===== src/rtl/wta_aer.sv =====
// Winner-take-all arbiter and address-event encoder with lateral inhibition and a show-ahead event FIFO.
// Define WTA_AER_TIMESTAMP_EN to build the timestamp counter and per-event timestamp storage.
module wta_aer #(
    parameter int NEURONS      = 25,
    parameter int ADDR_W       = 5,
    parameter int DEPTH        = 4,
    parameter int INHIB_CYCLES = 3,
    parameter int TS_W         = 16
) (
    input  logic               clk,
    input  logic               rstb,
    input  logic [NEURONS-1:0] spikes,
    output logic               latinhib,
    output logic               ev_valid,
    input  logic               ev_ready,
    output logic [ADDR_W-1:0]  ev_addr,
    output logic [TS_W-1:0]    ev_ts,
    output logic [7:0]         drop_cnt,
    output logic               busy
);

    localparam int PTR_W = (DEPTH > 1) ? $clog2(DEPTH) : 1;
    localparam int CNT_W = $clog2(DEPTH + 1);
    localparam int POP_W = $clog2(NEURONS + 1);
    localparam int SUM_W = POP_W + 9;
    localparam int IC_W  = (INHIB_CYCLES > 1) ? $clog2(INHIB_CYCLES) : 1;

    localparam logic [IC_W-1:0]  INHIB_LOAD = IC_W'(INHIB_CYCLES - 1);
    localparam logic [CNT_W-1:0] DEPTH_C    = CNT_W'(DEPTH);
    localparam logic [PTR_W-1:0] PTR_ONE    = PTR_W'(1);

    localparam logic [0:0] S_IDLE    = 1'b0;
    localparam logic [0:0] S_INHIBIT = 1'b1;

    function automatic logic [POP_W-1:0] popcount(input logic [NEURONS-1:0] v);
        logic [POP_W-1:0] c;
        c = {POP_W{1'b0}};
        for (int i = 0; i < NEURONS; i++) begin
            c = c + POP_W'(v[i]);
        end
        return c;
    endfunction

    function automatic logic [ADDR_W-1:0] lowest_index(input logic [NEURONS-1:0] v);
        logic [ADDR_W-1:0] idx;
        idx = {ADDR_W{1'b0}};
        for (int i = NEURONS - 1; i >= 0; i--) begin
            if (v[i]) begin
                idx = ADDR_W'(i);
            end else begin
                idx = idx;
            end
        end
        return idx;
    endfunction

    logic [0:0]        state_r, state_nx_s;
    logic [IC_W-1:0]   icnt_r, icnt_nx_s;
    logic              latinhib_r, latinhib_nx_s;
    logic [7:0]        drop_cnt_r, drop_cnt_nx_s;
    logic [CNT_W-1:0]  count_r, count_nx_s;
    logic [PTR_W-1:0]  wr_ptr_r, rd_ptr_r;
    logic              valid_r, busy_r;
    logic [ADDR_W-1:0] head_addr_r, head_addr_nx_s;
    logic [ADDR_W-1:0] mem_addr_r [DEPTH];

    logic              any_s, pop_s, push_req_s, push_s, load_new_s, load_next_s;
    logic [ADDR_W-1:0] winner_s;
    logic [SUM_W-1:0]  drop_s, sum_s;

    assign any_s    = |spikes;
    assign winner_s = lowest_index(spikes);
    assign pop_s    = valid_r & ev_ready;

    // Arbitration, inhibit sequencing and per-cycle drop accounting.
    always_comb begin
        state_nx_s    = state_r;
        icnt_nx_s     = icnt_r;
        latinhib_nx_s = latinhib_r;
        push_req_s    = 1'b0;
        drop_s        = {SUM_W{1'b0}};
        case (state_r)
            S_IDLE: begin
                if (any_s) begin
                    state_nx_s    = S_INHIBIT;
                    icnt_nx_s     = INHIB_LOAD;
                    latinhib_nx_s = 1'b1;
                    push_req_s    = 1'b1;
                    drop_s        = SUM_W'(popcount(spikes)) - SUM_W'(1);
                end else begin
                    latinhib_nx_s = 1'b0;
                end
            end
            S_INHIBIT: begin
                drop_s = SUM_W'(popcount(spikes));
                if (icnt_r == {IC_W{1'b0}}) begin
                    state_nx_s    = S_IDLE;
                    latinhib_nx_s = 1'b0;
                end else begin
                    icnt_nx_s     = icnt_r - IC_W'(1);
                    latinhib_nx_s = 1'b1;
                end
            end
            default: begin
                state_nx_s    = S_IDLE;
                icnt_nx_s     = {IC_W{1'b0}};
                latinhib_nx_s = 1'b0;
            end
        endcase

        // A full FIFO still accepts when the head leaves on the same edge.
        push_s = push_req_s & ((count_r < DEPTH_C) | pop_s);
        if (push_req_s & ~push_s) begin
            drop_s = drop_s + SUM_W'(1);
        end else begin
            drop_s = drop_s;
        end

        sum_s = SUM_W'(drop_cnt_r) + drop_s;
        if (sum_s > SUM_W'(255)) begin
            drop_cnt_nx_s = 8'hFF;
        end else begin
            drop_cnt_nx_s = sum_s[7:0];
        end
    end

    // FIFO occupancy and head-register selection.
    always_comb begin
        case ({push_s, pop_s})
            2'b10:   count_nx_s = count_r + CNT_W'(1);
            2'b01:   count_nx_s = count_r - CNT_W'(1);
            default: count_nx_s = count_r;
        endcase

        load_new_s  = push_s & ((count_r == {CNT_W{1'b0}}) | (pop_s & (count_r == CNT_W'(1))));
        load_next_s = pop_s & (count_r > CNT_W'(1));

        if (load_new_s) begin
            head_addr_nx_s = winner_s;
        end else if (load_next_s) begin
            head_addr_nx_s = mem_addr_r[rd_ptr_r + PTR_ONE];
        end else begin
            head_addr_nx_s = head_addr_r;
        end
    end

    // Control, status and head registers with synchronous reset.
    always_ff @(posedge clk) begin
        if (rstb) begin
            state_r     <= S_IDLE;
            icnt_r      <= {IC_W{1'b0}};
            latinhib_r  <= 1'b0;
            drop_cnt_r  <= 8'd0;
            count_r     <= {CNT_W{1'b0}};
            wr_ptr_r    <= {PTR_W{1'b0}};
            rd_ptr_r    <= {PTR_W{1'b0}};
            valid_r     <= 1'b0;
            busy_r      <= 1'b0;
            head_addr_r <= {ADDR_W{1'b0}};
        end else begin
            state_r     <= state_nx_s;
            icnt_r      <= icnt_nx_s;
            latinhib_r  <= latinhib_nx_s;
            drop_cnt_r  <= drop_cnt_nx_s;
            count_r     <= count_nx_s;
            wr_ptr_r    <= push_s ? (wr_ptr_r + PTR_ONE) : wr_ptr_r;
            rd_ptr_r    <= pop_s ? (rd_ptr_r + PTR_ONE) : rd_ptr_r;
            valid_r     <= (count_nx_s != {CNT_W{1'b0}});
            busy_r      <= (state_nx_s == S_INHIBIT) | (count_nx_s != {CNT_W{1'b0}});
            head_addr_r <= head_addr_nx_s;
        end
    end

    // Event address storage; contents are only read behind valid pointers.
    always_ff @(posedge clk) begin
        if (push_s) begin
            mem_addr_r[wr_ptr_r] <= winner_s;
        end else begin
            mem_addr_r[wr_ptr_r] <= mem_addr_r[wr_ptr_r];
        end
    end

`ifdef WTA_AER_TIMESTAMP_EN
    logic [TS_W-1:0] ts_r, head_ts_r, head_ts_nx_s;
    logic [TS_W-1:0] mem_ts_r [DEPTH];

    // Head timestamp follows the same selection as the head address.
    always_comb begin
        if (load_new_s) begin
            head_ts_nx_s = ts_r;
        end else if (load_next_s) begin
            head_ts_nx_s = mem_ts_r[rd_ptr_r + PTR_ONE];
        end else begin
            head_ts_nx_s = head_ts_r;
        end
    end

    // Free-running timestamp and head timestamp register.
    always_ff @(posedge clk) begin
        if (rstb) begin
            ts_r      <= {TS_W{1'b0}};
            head_ts_r <= {TS_W{1'b0}};
        end else begin
            ts_r      <= ts_r + TS_W'(1);
            head_ts_r <= head_ts_nx_s;
        end
    end

    // Event timestamp storage.
    always_ff @(posedge clk) begin
        if (push_s) begin
            mem_ts_r[wr_ptr_r] <= ts_r;
        end else begin
            mem_ts_r[wr_ptr_r] <= mem_ts_r[wr_ptr_r];
        end
    end

    assign ev_ts = head_ts_r;
`else
    assign ev_ts = {TS_W{1'b0}};
`endif

    assign latinhib = latinhib_r;
    assign ev_valid = valid_r;
    assign ev_addr  = head_addr_r;
    assign drop_cnt = drop_cnt_r;
    assign busy     = busy_r;

endmodule


===== config.mk =====
export PLATFORM = sky130hd
export DESIGN_NAME = wta_aer
export DESIGN_NICKNAME = d
export VERILOG_FILES = /design/src/rtl/wta_aer.sv
export SDC_FILE = /design/constraint.sdc
export NUM_CORES = 1
export LEC_CHECK = 0
export CORE_MARGIN = 5
export CORE_UTILIZATION = 45
export CTS_CLUSTER_DIAMETER = 150
export DETAILED_ROUTE_END_ITERATION = 10
export GPL_ROUTABILITY_DRIVEN = 0
export PLACE_DENSITY = 0.69
export REMOVE_ABC_BUFFERS = 1
export SYNTH_ARGS = -nofsm -noshare
export SYNTH_HDL_FRONTEND = slang
export SYNTH_SLANG_ARGS = --single-unit

===== constraint.sdc =====
create_clock -name clk -period 10.2 [get_ports clk]
set_input_delay 2.04 -clock clk [delete_from_list [all_inputs] [get_ports clk]]
set_output_delay 2.04 -clock clk [all_outputs]
set_load 0.01 [all_outputs]

==> results.md <==
* Cts hold-fix bufs at 0
* Fin Setup TNS at 0 ns
* Worst r2r src: latinhib$_SDFF_PP0_
* Largest net degree at the start of global routing at 26
* Post-Layout Cell Count at 544
* CTS tree: yes
* Ys Warns at 0
* Max Fclk at 108 MHz
* Most used cell, CP: fa_1
* Max Cap Violations at 0
* Clock Tree Root: clkbuf_8
* Kind of critical path: input port to register
* Post-synth EDFFs at 20
* Slowest cell on the critical path: fa_1
* Min-delay src: icnt_r[1]$_SDFFE_PP0P_
* Part of the Yosys area used for sequential elements at 0.287
* Chip Width at 102 um
* Asr flop ratio synth at 0
* WP buf/inv at 2
* Cell internal pwr at 0.866 mW
* Sw frac at 0.478
* # port buffers at 43
* CP arrival at 9.47 ns
* GRT overflow at 0
* Setup violators final at 0
* Element type at the critical path end: register
* CTS Sinks at 45
* Drc violations at 0
* Worst R2R Setup Slack at 5.82 ns
* Post-DR vias/cell at 5.48
* First-pass GRT wire length at 13900 um
* Critical Path Source Type: input port
* Routed via count at 2982
* Final ANT Viol Nets at 0
* Final Max Tran Viols at 0
* Starting density of the core at 0.465
* Outcome: completed
* Worst-Margin Slew at 0.953 ns
* Most used DFF post-synth: dfxtp_1
* Final Hold Viols at 0
* Final min period at 9.29 ns
* Worst-path cell chain: clkdlybuf4s50_1, inv_1, fa_1, fa_1, fa_1, fa_1, fa_1, fa_1, fa_1, ha_1, o31ai_1, ha_1, nand2_1, nor2_1, a211oi_1, or4_1, o211ai_1, ha_1, o21ai_0, or2_2, o31ai_1, o311a_1, a41o_4, o22ai_1
* Count of state elements after synthesis at 45
* Netlist cell types at 68
* Gate Count Post-Synth at 395
* Worst-skew pair later-pin latency at 0.29 ns
* Die area at 10500 um^2
* Vias in the first global route at 2981
* Clock Tree Buf Depth at 2
* Number of placed cells counting well taps at 536
* GRT Util Overall at 0.166
* Final net count at 513
* Post-DP HPWL at 6720 um
* RSZ-0062 raised after global routing: no
* Io pins at 60
* Drt pass-1 iters at 4
* Post-route cell area at 4400 um^2
* Layout area overhead at 14.7%
* Routed len/inst at 15.1 um
* Rows at 33
* Crit path max fanout at 8
* CTS Buf Count at 5
* Avg Synthesized Cell Area at 9.72 um^2
* Max VDD drop at 0.313 mV
* Initial antenna violation count at 0
* Clock share of power at 0.067
* Final worst clock skew at 0.00673 ns
* PwrDens at 377 nW/um^2
* Flop pwr share at 0.150
* Die Y at 102 um
* PostCTS Resize Cnt at 0
* Reg2reg path depth at 15
* DP Area at 4310 um^2
* Final core occ at 0.533
* Worst hold endpoint: icnt_r[1]$_SDFFE_PP0P_
* Max stage delay on crit path at 0.55 ns
* Final Cycle Share at 0.911
* Leakage at 1.84 nW
* Diode count at 0
* # Post-CTS Setup Buffers at 0
* Number of cells on the worst hold path at 2
* Comb pwr share at 0.783
* Final WL at 8200 um
* Worst min path class: register to register
* Synthesized area at 3840 um^2
* CTS H-tree lvls at 2
* Data required, critical path at 10.37 ns
* Sw Pwr at 0.792 mW
* Max-slew headroom at 0.359
* CORE AREA at 8260 um^2
* Cell family with the largest share of critical-path delay: adder cells
* CTS clk-pin slew, worst paths at 0.09 ns
* R2R Path End: drop_cnt[4]$_SDFF_PP0_
* Layout cells sized above 1 at 0.0820
* Drt initial violations at 87
per-layer routing:
metal / track usage / share of wire / routed length (um) / vias to the layer above
li1: - / - / - / 1454
met1: 0.216 / 0.45 / 3650 / 1453
met2: 0.283 / 0.50 / 4080 / 67
met3: 0.0348 / 0.051 / 420 / 8
met4: 0.0373 / 0.0069 / 57 / 0
met5: 0 / 0 / 0 / -
synthesized netlist by cell type, types with 4 or more instances:
library cell	n	area [um^2]
a211oi_1	10	75.1
a21oi_1	12	60.1
and2_1	9	56.3
buf_4	17	128
clkbuf_1	5	18.8
dfxtp_1	25	500
edfxtp_1	20	601
fa_1	19	380
ha_1	28	350
inv_1	58	218
mux2_2	5	56.3
mux2i_1	7	70.1
mux4_2	5	113
nand2_1	18	67.6
nand2b_1	4	25.0
nor2_1	26	97.6
nor2b_1	6	37.5
nor3_1	8	40.0
nor4_1	5	31.3
o211ai_1	4	30.0
o21ai_0	13	65.1
o22ai_1	10	62.6
o31ai_1	4	30.0
xnor2_1	6	52.6
xor2_1	8	70.1
worst min-delay path, cell delays in order (launching register included):
cell and delay, ns:
dfxtp_1 0.31, inv_1 0.07, a221oi_1 0.07
layout by cell type, fill, tap and decap left out, drive strengths merged, types with 2 or more instances in the layout:
cell / netlist / layout
a21oi: 13 / 13
a211oi: 10 / 10
o21ai: 15 / 15
clkinv: 1 / 2
a21o: 2 / 2
nor3: 12 / 12
inv: 58 / 59
o211ai: 4 / 4
fa: 19 / 19
or2: 2 / 2
o31ai: 4 / 4
nor3b: 2 / 2
mux2i: 7 / 7
xor2: 8 / 8
and4: 2 / 2
ha: 28 / 28
a31oi: 2 / 2
nor2b: 6 / 6
clkdlybuf4s50: 0 / 43
o2111ai: 3 / 3
a221oi: 3 / 3
mux2: 5 / 5
nand2b: 4 / 4
or4: 4 / 4
and2: 9 / 9
o21a: 3 / 3
nor2: 26 / 26
xnor2: 7 / 7
mux4: 5 / 5
dfxtp: 25 / 25
nand3: 3 / 3
o21bai: 3 / 3
nor4: 6 / 6
a41oi: 2 / 2
or3: 2 / 2
edfxtp: 20 / 20
conb: 1 / 16
o22ai: 10 / 10
clkbuf: 5 / 5
nand2: 18 / 18
stage by stage:
stage	setup WS (ns)	hold WS (ns)	total power [mW]
2_1_floorplan	1.59	0.447	1.28
3_3_place_gp	0.771	0.474	1.53
3_5_place_dp	0.628	0.486	1.54
4_1_cts	0.940	0.499	1.67
5_1_grt	0.417	0.519	1.84
6_report	0.906	0.493	1.66
worst max path at each step:
stage,startpoint,to,cells after the start
global route,spikes[13],drop_cnt[2]$_SDFF_PP0_,24
finish,spikes[5],drop_cnt[4]$_SDFF_PP0_,24
CTS,spikes[5],drop_cnt[4]$_SDFF_PP0_,24
global placement,spikes[5],drop_cnt[2]$_SDFF_PP0_,24
floorplan,spikes[0],drop_cnt[2]$_SDFF_PP0_,23
detailed placement,spikes[0],drop_cnt[4]$_SDFF_PP0_,24
layout make-up:
| type | count | area (um^2) |
|---|---|---|
| clock inverters | 3 | 21.3 |
| flip-flops and latches | 45 | 1100 |
| multi-input cells | 283 | 2420 |
| well taps | 105 | 131 |
| inverters | 59 | 221 |
| clock buffers | 5 | 68.8 |
| fillers | 757 | 3860 |
| repair buffers | 44 | 438 |
power groups by stage:
stage / registers (mW) / clock network (mW) / logic [mW]
CTS: 0.250 / 0.115 / 1.30
detailed placement: 0.254 / 0 / 1.29
finish: 0.250 / 0.111 / 1.30
global placement: 0.253 / 0 / 1.28
global route: 0.254 / 0.124 / 1.46
floorplan: 0.256 / 0 / 1.02
cells by family after synthesis:
family,Yosys count,share of synthesized area
AOI/OAI and AO/OA,86,0.167
xor gates and xnor gates,17,0.0483
adders and majority gates,47,0.190
buffers and inverters,82,0.0972
DFF,45,0.287
muxes,17,0.0623
other,1,0.000977
and+or+nand+nor,100,0.147
registers in the layout (all words and copies together) (netlist names):
signal / flops
wr_ptr_r: 2
ev_valid: 1
icnt_r: 2
count_r: 3
latinhib: 1
busy: 1
mem_addr_r: 20
rd_ptr_r: 2
ev_addr: 5
drop_cnt: 8
(Power assumes the default switching activity.)
